===== config.mk =====
export PLATFORM = sky130hd
export DESIGN_NAME = regfile_wb_ctrl
export DESIGN_NICKNAME = d
export VERILOG_FILES = /design/src/rtl/regfile_wb_ctrl.sv
export SDC_FILE = /design/constraint.sdc
export NUM_CORES = 1
export LEC_CHECK = 0
export CORE_MARGIN = 2
export CORE_UTILIZATION = 45
export DETAILED_ROUTE_END_ITERATION = 16
export GPL_TIMING_DRIVEN = 0
export PLACE_DENSITY = 0.63
export SYNTH_ARGS = -nofsm -noshare
export SYNTH_HDL_FRONTEND = slang
export SYNTH_SLANG_ARGS = --single-unit

===== constraint.sdc =====
create_clock -name clk -period 6.5 [get_ports clk]
set_input_delay 1.3 -clock clk [delete_from_list [all_inputs] [get_ports clk]]
set_output_delay 1.3 -clock clk [all_outputs]
set_load 0.01 [all_outputs]

===== src/rtl/regfile_wb_ctrl.sv =====
// regfile_wb_ctrl: merges ALU results and load returns into one register write stream.
// Optional WB_R0_FILTER_EN: rd=0 writes are accepted but never issued or queued.
module regfile_wb_ctrl #(
    parameter int DEPTH      = 4,
    parameter int STARVE_MAX = 8
) (
    input  logic                     clk,
    input  logic                     rst_n,
    input  logic                     alu_valid,
    input  logic [4:0]               alu_rd,
    input  logic [31:0]              alu_data,
    output logic                     alu_ready,
    input  logic                     ld_valid,
    input  logic [4:0]               ld_rd,
    input  logic [31:0]              ld_data,
    output logic                     ld_ready,
    output logic [4:0]               dec_s,
    output logic                     dec_en_n,
    output logic [31:0]              wr_data,
    output logic [$clog2(DEPTH):0]   fifo_cnt
);

    localparam int AW = $clog2(DEPTH);
    localparam int SW = $clog2(STARVE_MAX + 1);
    localparam logic [AW:0] FULL = (AW + 1)'(DEPTH);
    localparam logic [SW-1:0] STARVE_LAST = SW'(STARVE_MAX - 1);

    logic [AW-1:0]    head;
    logic [AW-1:0]    tail;
    logic [AW:0]      cnt;
    logic [DEPTH-1:0] q_vld;
    logic [4:0]       q_rd   [DEPTH];
    logic [31:0]      q_data [DEPTH];
    logic [SW-1:0]    starve_cnt;
    logic             starve;

    logic             nonempty;
    logic             alu_fire;
    logic             alu_live;
    logic             ld_live;
    logic             alu_issue;
    logic             ld_fire;
    logic             ld_hit;
    logic             push;
    logic             pop;
    logic [DEPTH-1:0] sq_mask;
    logic [AW:0]      cnt_nxt;

`ifdef WB_R0_FILTER_EN
    assign alu_live = (alu_rd != 5'd0);
    assign ld_live  = (ld_rd != 5'd0);
`else
    assign alu_live = 1'b1;
    assign ld_live  = 1'b1;
`endif

    assign nonempty  = (cnt != '0);
    // ALU is held off only for the single forced load issue
    assign alu_ready = !(starve && nonempty);
    assign ld_ready  = (cnt < FULL);
    assign fifo_cnt  = cnt;

    assign alu_fire  = alu_valid & alu_ready;
    assign alu_issue = alu_fire & alu_live;
    // The FIFO drains whenever the ALU does not take the slot
    assign pop       = !alu_fire & nonempty;
    assign ld_fire   = ld_valid & ld_ready;
    // A load racing a younger ALU write to the same rd is dropped
    assign ld_hit    = alu_issue & (ld_rd == alu_rd);
    assign push      = ld_fire & ld_live & !ld_hit;

    // Entries overwritten by an issuing ALU write lose their valid bit
    always_comb begin
        sq_mask = '0;
        for (int i = 0; i < DEPTH; i++) begin
            sq_mask[i] = alu_issue & q_vld[i] & (q_rd[i] == alu_rd);
        end
    end

    // Next occupancy from push/pop
    always_comb begin
        cnt_nxt = cnt;
        unique case ({push, pop})
            2'b10:   cnt_nxt = cnt + 1'b1;
            2'b01:   cnt_nxt = cnt - 1'b1;
            default: cnt_nxt = cnt;
        endcase
    end

    // Load FIFO storage, pointers and occupancy
    always_ff @(posedge clk) begin
        if (!rst_n) begin
            head  <= '0;
            tail  <= '0;
            cnt   <= '0;
            q_vld <= '0;
            for (int i = 0; i < DEPTH; i++) begin
                q_rd[i]   <= '0;
                q_data[i] <= '0;
            end
        end else begin
            q_vld <= q_vld & ~sq_mask;
            if (push) begin
                q_vld[tail]  <= 1'b1;
                q_rd[tail]   <= ld_rd;
                q_data[tail] <= ld_data;
                tail         <= tail + 1'b1;
            end
            if (pop) begin
                head <= head + 1'b1;
            end
            cnt <= cnt_nxt;
        end
    end

    // Starvation guard: count stalled cycles of a non-empty FIFO
    always_ff @(posedge clk) begin
        if (!rst_n) begin
            starve_cnt <= '0;
            starve     <= 1'b0;
        end else if (!nonempty || pop) begin
            starve_cnt <= '0;
            starve     <= 1'b0;
        end else if (!starve) begin
            starve_cnt <= starve_cnt + 1'b1;
            if (starve_cnt == STARVE_LAST) begin
                starve <= 1'b1;
            end
        end
    end

    // Registered decoder drive: at most one write per cycle
    always_ff @(posedge clk) begin
        if (!rst_n) begin
            dec_s    <= '0;
            dec_en_n <= 1'b1;
            wr_data  <= '0;
        end else begin
            dec_en_n <= 1'b1;
            if (alu_issue) begin
                dec_s    <= alu_rd;
                dec_en_n <= 1'b0;
                wr_data  <= alu_data;
            end else if (pop && q_vld[head]) begin
                dec_s    <= q_rd[head];
                dec_en_n <= 1'b0;
                wr_data  <= q_data[head];
            end
        end
    end

endmodule

==> results of run 1 <==
[through the flow]
stage	area, um^2	power [uW]
after floorplan	9150	2240
after global placement	10600	2610
after detailed placement	10800	2640
after CTS	11600	4000
after global routing	11600	4130
final	11600	3970
[final cells by class]
class | count | area (um^2)
buffer | 55 | 259
clock inverter | 11 | 174
timing repair buffer | 121 | 1280
inverter | 46 | 173
tap | 270 | 338
fill | 1577 | 8490
sequential | 204 | 5570
clock buffer | 29 | 628
multi-input combinational | 360 | 3200
[final timing paths]
check	from	to	slack (ns)	cells after the start
worst max-delay path	rst_n	q_data[1][17]	2.83	5
worst min-delay path	starve_cnt[2]	starve	0.52	2
worst max register to register	fifo_cnt[2]	fifo_cnt[2]	3.82	10
worst min register to register	starve_cnt[2]	starve	0.52	2
[state kept, by name, indices dropped and copies added (netlist names), named ones only]
signal / count
dec_en_n: 1
dec_s: 5
fifo_cnt: 3
head: 2
q_data: 128
q_rd: 20
q_vld: 4
starve: 1
starve_cnt: 4
tail: 2
wr_data: 32
[cells in the final DEF, fill, tap and decap left out, types with 3 or more instances in the layout]
cell	instances
xor2_1	16
ha_1	6
a32o_1	4
xnor2_1	16
nor2_1	6
buf_2	18
o221a_2	18
nand2_1	8
and2_1	79
dfxtp_1	56
clkdlybuf4s50_1	115
buf_4	4
clkbuf_8	3
mux4_2	38
o221a_1	19
clkbuf_16	23
edfxtp_1	148
inv_1	46
clkbuf_1	34
buf_16	3
bufinv_16	4
nand4_1	5
nor3_1	78
o21a_1	38
clkinv_4	4
[logic make-up after synthesis]
logic type                 share of synthesized area
AOI/OAI and AO/OA                             0.0942
adders and majority gates                     0.0104
and+or+nand+nor                                0.114
DFF                                            0.608
muxes                                         0.0957
xor gates and xnor gates                      0.0306
buffers and inverters                         0.0472
[layer usage]
| metal | track usage | vias up |
|---|---|---|
| met3 | 0.0416 | 42 |
| li1 | - | 2770 |
| met2 | 0.389 | 219 |
| met4 | 0.0626 | 0 |
| met5 | 0 | - |
| met1 | 0.287 | 3037 |
[power groups by stage]
stage / Clock (uW) / Combinational [uW] / Sequential [uW]
after detailed placement: 0 / 960 / 1680
after CTS: 1380 / 966 / 1650
after global routing: 1440 / 1030 / 1670
after global placement: 0 / 929 / 1680
final: 1360 / 957 / 1650
after floorplan: 0 / 561 / 1680
[worst register-to-register path, delay by kind of cell (launching register included)]
| kind | cells | cell delay [ns] |
|---|---|---|
| and+or+nand+nor | 2 | 0.52 |
| DFF | 1 | 0.39 |
| adders and majority gates | 2 | 0.58 |
| buffers and inverters | 2 | 0.20 |
| AOI/OAI and AO/OA | 3 | 0.75 |
| xor gates and xnor gates | 1 | 0.17 |
==> results by group, run 1 <==
Run status
  – Status: completed

Floorplan
  – Width of the die: 147 um
  – I/O pins: 121
  – Core Rows: 52
  – Die area: 21,500 um^2
  – Initial Util: 0.455
  – Die height: 147 um
  – Core Region: 20,100 um^2

Clock tree
  – Clk buf depth: 3
  – TritonCTS Sinks: 204
  – Clk slew on worst S/H paths: 0.06 ns
  – Post-cts sizing count: 0
  – Post-CTS Hold Fix Bufs: 0
  – Root Driver: clkbuf_16
  – Htree depth: 1
  – Skew-Pair Late Insertion Delay: 0.51 ns
  – Setup Buffers After CTS: 0
  – CTS tree: built
  – Num CTS Buffers: 22

Hold path
  – Worst min path class: reg -> reg

Logic synthesis
  – Top cells by area, synth: edfxtp_1, dfxtp_1, mux4_2
  – #FFs+latches synth: 204
  – Post-synth EDFFs: 148
  – Register area share after synthesis: 0.608
  – Top_reg_cell synth: edfxtp_1
  – Synth Instances: 665
  – Synthesized area per cell: 13.8 um^2
  – Cell with the most instances after synthesis: edfxtp_1
  – Netlist area before placement: 9150 um^2
  – Cell variety after synth: 40
  – Post-synth top area share: 0.486
  – Share of synthesized flip-flops with an asynchronous set or reset: 0
  – Synth top cells by count: edfxtp_1, and2_1, nor3_1
  – Post-Syn Nets: 750
  – Synth warnings: 0
  – Area leader, netlist: edfxtp_1

Routing
  – Wire per inst: 21.5 um
  – Top Metal Used: met4
  – Drt total wl: 23,600 um
  – Initial DRC Count: 371
  – Routed wl met2: 11,700 um
  – Remaining DRCs: 0
  – Post-route ant nets: 0
  – Vias per inst: 5.54
  – M1 wire length: 9920 um
  – Met3 wire length: 1390 um
  – Vias: 6,068
  – Drt pass-1 iters: 4

Global routing
  – Largest net degree at the start of global routing: 24
  – Total global routing track utilization: 0.223
  – First-pass GRT wire length: 36,800 um
  – Initial antenna violation count: 0
  – Vias in the first global route: 6,538
  – Grt total ovfl: 0

Place
  – Cells after DPL: 1,056
  – Pre-CTS worst setup slack: 2.29 ns
  – Port Buf Inserts: 115
  – GPL Wtd Cong: 0.873
  – Detailed Place HPWL: 15,900 um

Pwr
  – Psw: 1090 uW
  – Peak supply drop: 0.214 mV
  – Combinational share of power: 0.241
  – Clock power share: 0.343
  – PD cells: 342 nW/um^2
  – Sequential group share of total power: 0.415
  – P_int: 2880 uW
  – Switch share: 0.276
  – Static Leak: 0.00421 uW

Final layout
  – # diodes: 0
  – Layout cell share with drive strength beyond 1: 0.161
  – Area Overhead vs Synth: 26.9%
  – Final non-filler cell total: 1,096
  – Final core occ: 0.578
  – # nets final: 895

Setup path
  – Critical path arrival: 3.92 ns
  – Critical Path Start Type: primary input
  – CP top delay family: buffers and inverters
  – Setup CP Type: in -> reg
  – Cell mode on critical path: clkbuf_1
  – CP cell instances: clkdlybuf4s50_1, clkbuf_1, clkbuf_1, nand2b_2, buf_12
  – Critical-path maximum fanout: 20
  – CP max stage cell: clkbuf_1
  – Crit path buf inv count: 4
  – Critical Path Sink Type: register
  – Critical Path RT: 6.75 ns
  – Worst stage delay on the critical path: 0.64 ns

STA
  – Slew HR: 0.343
  – Worst-margin pin slew: 0.982 ns
  – Final period utilization: 0.565
  – Final setup viols: 0
  – Max Fclk: 0.272 GHz
  – Fin Hold WS: 0.516 ns
  – Sum Neg Setup Slack: 0 ns
  – RSZ-0062 raised after global routing: no
  – Clk_skew: 0.0172 ns
  – Final Critical Period: 3.67 ns
  – Final WS setup: 2.83 ns
  – Max-slew violation count: 0
  – Fin. Hold Viols: 0

Run
  – Maxcap violations: 0
(Power assumes the default switching activity.)
==> inputs of run 2 (changes only) <==
- PLACE_DENSITY: 0.63 -> 0.66
- clock period: 6.5 -> 3.1 ns (I/O delays scaled with it)
==> run 2 against run 1 <==
Against the previous run:
- worst setup slack lost 2.6 ns
- largest cell class unchanged
- highest routed layer unchanged
- via count grew 0.18%
- global-route usage shrank 0.25 points
==> results by group, run 2 (synthesis gave the netlist of run 1 again) <==
Run status
  – Status: completed (unchanged)

Floorplan
  – Core Region: 20,100 um^2 (unchanged)
  – Die height: 147 um (unchanged)
  – Width of the die: 147 um (unchanged)
  – Initial Util: 0.455 (unchanged)
  – I/O pins: 121 (unchanged)
  – Core Rows: 52 (unchanged)
  – Die area: 21,500 um^2 (unchanged)

Setup path
  – Critical Path Start Type: primary input (unchanged)
  – Critical Path RT: 3.52 ns (was 6.75 ns)
  – Setup CP Type: in -> reg (unchanged)
  – R2R Path Start: fifo_cnt[2] (unchanged)
  – R2r setup slk: 0.42 ns (was 3.82 ns)
  – Cell mode on critical path: inv_1 (was clkbuf_1)
  – CP max stage cell: clkdlybuf4s50_1 (was clkbuf_1)
  – CP cell instances: clkdlybuf4s50_1, xnor2_1, nand3_1, o21a_1, inv_1, ha_1, inv_1, fa_1, xor2_1, or3_1, a21boi_0 (was clkdlybuf4s50_1, clkbuf_1, clkbuf_1, nand2b_2, buf_12)
  – Critical-path maximum fanout: 4 (was 20)
  – Critical path arrival: 3.32 ns (was 3.92 ns)
  – Critical Path Sink Type: register (unchanged)
  – Reg2reg path depth: 10 (unchanged)
  – FF-to-FF End: fifo_cnt[2] (unchanged)
  – Worst stage delay on the critical path: 0.59 ns (was 0.64 ns)

Final layout
  – Max FFs per register: 128 (unchanged)
  – Most flop-heavy register: q_data (unchanged)
  – Biggest registers after layout: q_data x128, wr_data x32, q_rd x20 (unchanged)
  – Multi-input gate area: 3200 um^2 (unchanged)
  – Area Overhead vs Synth: 26.9% (about the same)
  – # nets final: 895 (unchanged)
  – # diodes: 0 (unchanged)
  – Most frequent cells in the layout: edfxtp_1, clkdlybuf4s50_1, and2_1 (unchanged)
  – Layout cell share with drive strength beyond 1: 0.162 (was 0.161)
  – Final Cell Area: 11,600 um^2 (about the same)
  – Reg area: 5570 um^2 (unchanged)
  – Most common cell after layout, fill and taps aside: edfxtp_1 (unchanged)
  – Fill cells: 1,580 (was 1,577)

Global routing
  – Vias in the first global route: 6,384 (was 6,538)
  – Initial antenna violation count: 0 (unchanged)
  – First-pass GRT wire length: 36,500 um (was 36,800 um)
  – Total global routing track utilization: 0.221 (was 0.223)
  – Largest net degree at the start of global routing: 28 (was 24)
  – Grt total ovfl: 0 (unchanged)

Pwr
  – PD cells: 716 nW/um^2 (was 342 nW/um^2)
  – Peak supply drop: 0.570 mV (was 0.214 mV)
  – Total power: 8310 uW (was 3970 uW)
  – Static Leak: 0.00422 uW (was 0.00421 uW)

Hold path
  – Worst min path class: reg -> reg (unchanged)
  – Hold EP: q_vld[1] (was starve)
  – WHS Path Cells: 1 (was 2)
  – Min-delay src: q_vld[1] (was starve_cnt[2])

STA
  – RSZ-0062 raised after global routing: no (unchanged)
  – Final Critical Period: 2.90 ns
  – Max-slew violation count: 0 (unchanged)
  – Final setup viols: 0 (unchanged)
  – Fin. Hold Viols: 0 (unchanged)
  – Max Fclk: 0.345 GHz
  – Final period utilization: 0.935
  – Clk_skew: 0.00825 ns (was 0.0172 ns)
  – Worst-margin pin slew: 0.887 ns (was 0.982 ns)
  – Slew HR: 0.409 (was 0.343)

Clock tree
  – Setup Buffers After CTS: 0 (unchanged)
  – Skew-Pair Late Insertion Delay: 0.50 ns (was 0.51 ns)
  – Htree depth: 1 (unchanged)
  – TritonCTS Sinks: 204 (unchanged)
  – Post-CTS Hold Fix Bufs: 0 (unchanged)
  – Root Driver: clkbuf_16 (unchanged)
  – Clk slew on worst S/H paths: 0.06 ns (about the same)
  – Post-cts sizing count: 0 (unchanged)
  – CTS tree: built (unchanged)
  – Num CTS Buffers: 22 (unchanged)
  – Clk buf depth: 3 (unchanged)

Routing
  – Post-route ant nets: 0 (unchanged)
  – Met3 wire length: 1610 um (was 1390 um)
  – Drt pass-1 iters: 5 (was 4)
  – Wire per inst: 21.5 um (about the same)
  – Vias per inst: 5.55 (was 5.54)
  – Remaining DRCs: 0 (unchanged)
  – Drt total wl: 23,600 um (about the same)
  – Initial DRC Count: 375 (was 371)
  – Routed wl met2: 11,700 um (about the same)
  – Top Metal Used: met4 (unchanged)
  – Vias: 6,079 (was 6,068)
  – M1 wire length: 9870 um (was 9920 um)

Place
  – Detailed Place HPWL: 16,000 um (was 15,900 um)
  – Port Buf Inserts: 115 (unchanged)
  – Placed cell areas: 10,800 um^2 (about the same)
  – GPL Wtd Cong: 0.804 (was 0.873)

Run
  – Maxcap violations: 0 (unchanged)
## run 2: changes by cell type in the layout (fill, tap and decap cells not counted), sizes merged
cell / before / now
inv: 47 / 46
clkinv: 6 / 8
clkinvlp: 0 / 1
bufinv: 4 / 5
clkbuf: 60 / 57
## run 2: how the worst max path moves through the flow
stage                     startpoint            end  cells after the start
after detailed placement    ld_rd[1]    fifo_cnt[2]                     11
after floorplan            alu_rd[4]   q_data[0][0]                      6
after global routing        ld_rd[4]    fifo_cnt[2]                     11
final                       ld_rd[4]    fifo_cnt[2]                     11
after CTS                   ld_rd[1]    fifo_cnt[2]                     11
after global placement      ld_rd[4]  q_data[0][26]                      6
## run 2: per-layer routing
metal,up-vias,global-route usage
li1,2778,-
met1,3036,0.298
met2,231,0.369
met3,34,0.0463
met4,0,0.0529
met5,-,0
## run 2: report_power, final
group          internal [uW]  total, uW  switching, uW  leakage, uW
logic                    968       1990           1020      0.00182
registers               3290       3460            172      0.00200
clock network           1790       2860           1070     0.000395
## run 2: final cells by class
class / instances / area share
well taps: 270 / 0.0291
multi-input cells: 360 / 0.275
clock buffers: 26 / 0.0514
flip-flops and latches: 204 / 0.479
repair buffers: 121 / 0.111
plain buffers: 55 / 0.0223
inverters: 46 / 0.0149
clock inverters: 14 / 0.0170
## run 2: stage by stage
stage	util	worst slack [ns]	hold WS (ns)	std cells	TNS [ns]
after floorplan	-	-0.327	0.463	665	-24.23
after global placement	0.530	-2.37	0.478	1050	-262.15
after detailed placement	0.538	-0.293	0.497	1056	-9.83
after CTS	0.578	0.219	0.512	1096	0
after global routing	0.578	0.0374	0.538	1096	0
final	0.578	0.202	0.516	1096	0
## run 2: worst max-delay path, delay by kind of cell
family,cells,cell delay [ns]
simple gates,2,0.56
compound gates,2,0.47
xor+xnor,2,0.30
buf+inv,3,0.79
fa+ha+maj,2,0.58
==> inputs of run 3 (changes only) <==
- CORE_UTILIZATION: 45 -> 50
- PLACE_DENSITY: 0.66 -> 0.72
- RECOVER_POWER: not set -> 25
==> run 3 against run 2 <==
Against the previous run:
- via count increased by 1.4%
- power fell by 2.5%
- worst hold slack lost 0.0068 ns
- sequential cell count unchanged
- critical path depth shrank 4
- largest power group unchanged
- maximum frequency decreased by 1.4%
==> results by group, run 3 (synthesis gave the netlist of run 1 again) <==
Clock tree
  – Skew-Pair Late Insertion Delay: 0.50 ns (about the same)
  – Post-CTS Hold Fix Bufs: 0 (unchanged)
  – Post-cts sizing count: 0 (unchanged)
  – Clk slew on worst S/H paths: 0.06 ns (about the same)
  – Root Driver: clkbuf_16 (unchanged)
  – Clk buf depth: 3 (unchanged)
  – TritonCTS Sinks: 204 (unchanged)
  – CTS tree: built (unchanged)
  – Htree depth: 1 (unchanged)
  – Setup Buffers After CTS: 0 (unchanged)
  – Num CTS Buffers: 22 (unchanged)

Routing
  – Routed wl met2: 11,600 um (was 11,700 um)
  – Drt total wl: 23,300 um (was 23,600 um)
  – Initial DRC Count: 510 (was 375)
  – Remaining DRCs: 0 (unchanged)
  – M1 wire length: 9430 um (was 9870 um)
  – Post-route ant nets: 0 (unchanged)
  – Drt pass-1 iters: 5 (unchanged)
  – Met3 wire length: 1670 um (was 1610 um)
  – Vias per inst: 5.85 (was 5.55)
  – Wire per inst: 22.1 um (was 21.5 um)
  – Vias: 6,167 (was 6,079)
  – Top Metal Used: met4 (unchanged)

Hold path
  – Worst min path class: reg -> reg (unchanged)

Run status
  – Status: completed (unchanged)

Place
  – Detailed Place HPWL: 15,700 um (was 16,000 um)
  – GPL Wtd Cong: 0.870 (was 0.804)
  – Port Buf Inserts: 115 (unchanged)
  – Cells after DPL: 1,015 (was 1,056)
  – Placed cell areas: 10,800 um^2 (about the same)
  – Pre-CTS worst setup slack: -0.257 ns (was -0.293 ns)

STA
  – Fin Hold WS: 0.509 ns (was 0.516 ns)
  – Clk_skew: 0.00682 ns (was 0.00825 ns)
  – Final WS setup: 0.160 ns (was 0.202 ns)
  – Worst-margin pin slew: 0.966 ns (was 0.887 ns)
  – Sum Neg Setup Slack: 0 ns (unchanged)
  – Max Fclk: 0.340 GHz (was 0.345 GHz)
  – Final Critical Period: 2.94 ns (was 2.90 ns)
  – Final setup viols: 0 (unchanged)
  – Max-slew violation count: 0 (unchanged)
  – Fin. Hold Viols: 0 (unchanged)
  – Final period utilization: 0.948 (was 0.935)
  – Slew HR: 0.354 (was 0.409)
  – RSZ-0062 raised after global routing: no (unchanged)

Floorplan
  – I/O pins: 121 (unchanged)
  – Core Rows: 49 (was 52)
  – Initial Util: 0.510 (was 0.455)
  – Core Region: 18,000 um^2 (was 20,100 um^2)
  – Die height: 139 um (was 147 um)
  – Width of the die: 139 um (was 147 um)
  – Die area: 19,400 um^2 (was 21,500 um^2)

Final layout
  – # nets final: 895 (unchanged)
  – Max FFs per register: 128 (unchanged)
  – Most frequent cells in the layout: edfxtp_1, nor3_1, clkdlybuf4s50_1 (was edfxtp_1, clkdlybuf4s50_1, and2_1)
  – Most common cell after layout, fill and taps aside: edfxtp_1 (unchanged)
  – Biggest registers after layout: q_data x128, wr_data x32, q_rd x20 (unchanged)
  – Final non-filler cell total: 1,055 (was 1,096)
  – Most flop-heavy register: q_data (unchanged)
  – # diodes: 0 (unchanged)
  – Reg area: 5570 um^2 (unchanged)
  – Area Overhead vs Synth: 25.7% (was 26.9%)
  – Multi-input gate area: 3190 um^2 (was 3200 um^2)
  – Final Cell Area: 11,500 um^2 (was 11,600 um^2)
  – Layout cell share with drive strength beyond 1: 0.154 (was 0.162)
  – Fill cells: 1,289 (was 1,580)

Setup path
  – Critical Path RT: 3.29 ns (was 3.52 ns)
  – Critical Path Sink Type: register (unchanged)
  – Critical-path maximum fanout: 28 (was 4)
  – Critical path arrival: 3.13 ns (was 3.32 ns)
  – Critical Path Start Type: primary input (unchanged)
  – Setup CP Type: in -> reg (unchanged)

Run
  – Maxcap violations: 0 (unchanged)

Global routing
  – Initial antenna violation count: 0 (unchanged)
  – First-pass GRT wire length: 35,900 um (was 36,500 um)
  – Total global routing track utilization: 0.240 (was 0.221)
  – Largest net degree at the start of global routing: 29 (was 28)
  – Vias in the first global route: 6,312 (was 6,384)
  – Grt total ovfl: 0 (unchanged)

Pwr
  – Static Leak: 0.00424 uW (was 0.00422 uW)
  – PD cells: 704 nW/um^2 (was 716 nW/um^2)
  – Peak supply drop: 0.461 mV (was 0.570 mV)
[run 3: critical path, cell delays in order]
cell	delay, ns
clkdlybuf4s50_1	0.51
xnor2_1	0.17
nand3_1	0.23
o2111a_1	0.26
clkbuf_1	0.55
nand2b_2	0.49
buf_12	0.28
[run 3: path summary, 6_finish.rpt]
path	depth (start not counted)	start	end	slack (ns)
max	7	ld_rd[4]	q_data[1][24]	0.16
min	1	q_vld[2]	q_vld[2]	0.51
max reg2reg	10	fifo_cnt[2]	fifo_cnt[2]	0.41
min reg2reg	1	q_vld[2]	q_vld[2]	0.51
[run 3: per-stage QoR]
step	util	power, uW
finish	0.641	8100
global route	0.641	8400
CTS	0.641	8180
detailed placement	0.599	5510
global placement	0.590	5430
floorplan	-	4710
[run 3: per-layer routing]
layer | vias up | track usage
li1 | 2770 | -
met1 | 3085 | 0.315
met2 | 265 | 0.410
met3 | 47 | 0.0468
met4 | 0 | 0.0654
met5 | - | 0
[run 3: layout make-up]
cell class                 instances  share of cell area
clock inverter                    10             0.00870
timing repair buffer             121               0.112
sequential                       204               0.484
tap                              229              0.0249
clock buffer                      30              0.0567
inverter                          46              0.0150
multi-input combinational        360               0.277
buffer                            55              0.0223
[run 3: power by group]
part / internal [uW] / switching [uW]
sequential: 3290 / 166
clock: 1630 / 1050
combinational: 924 / 1030
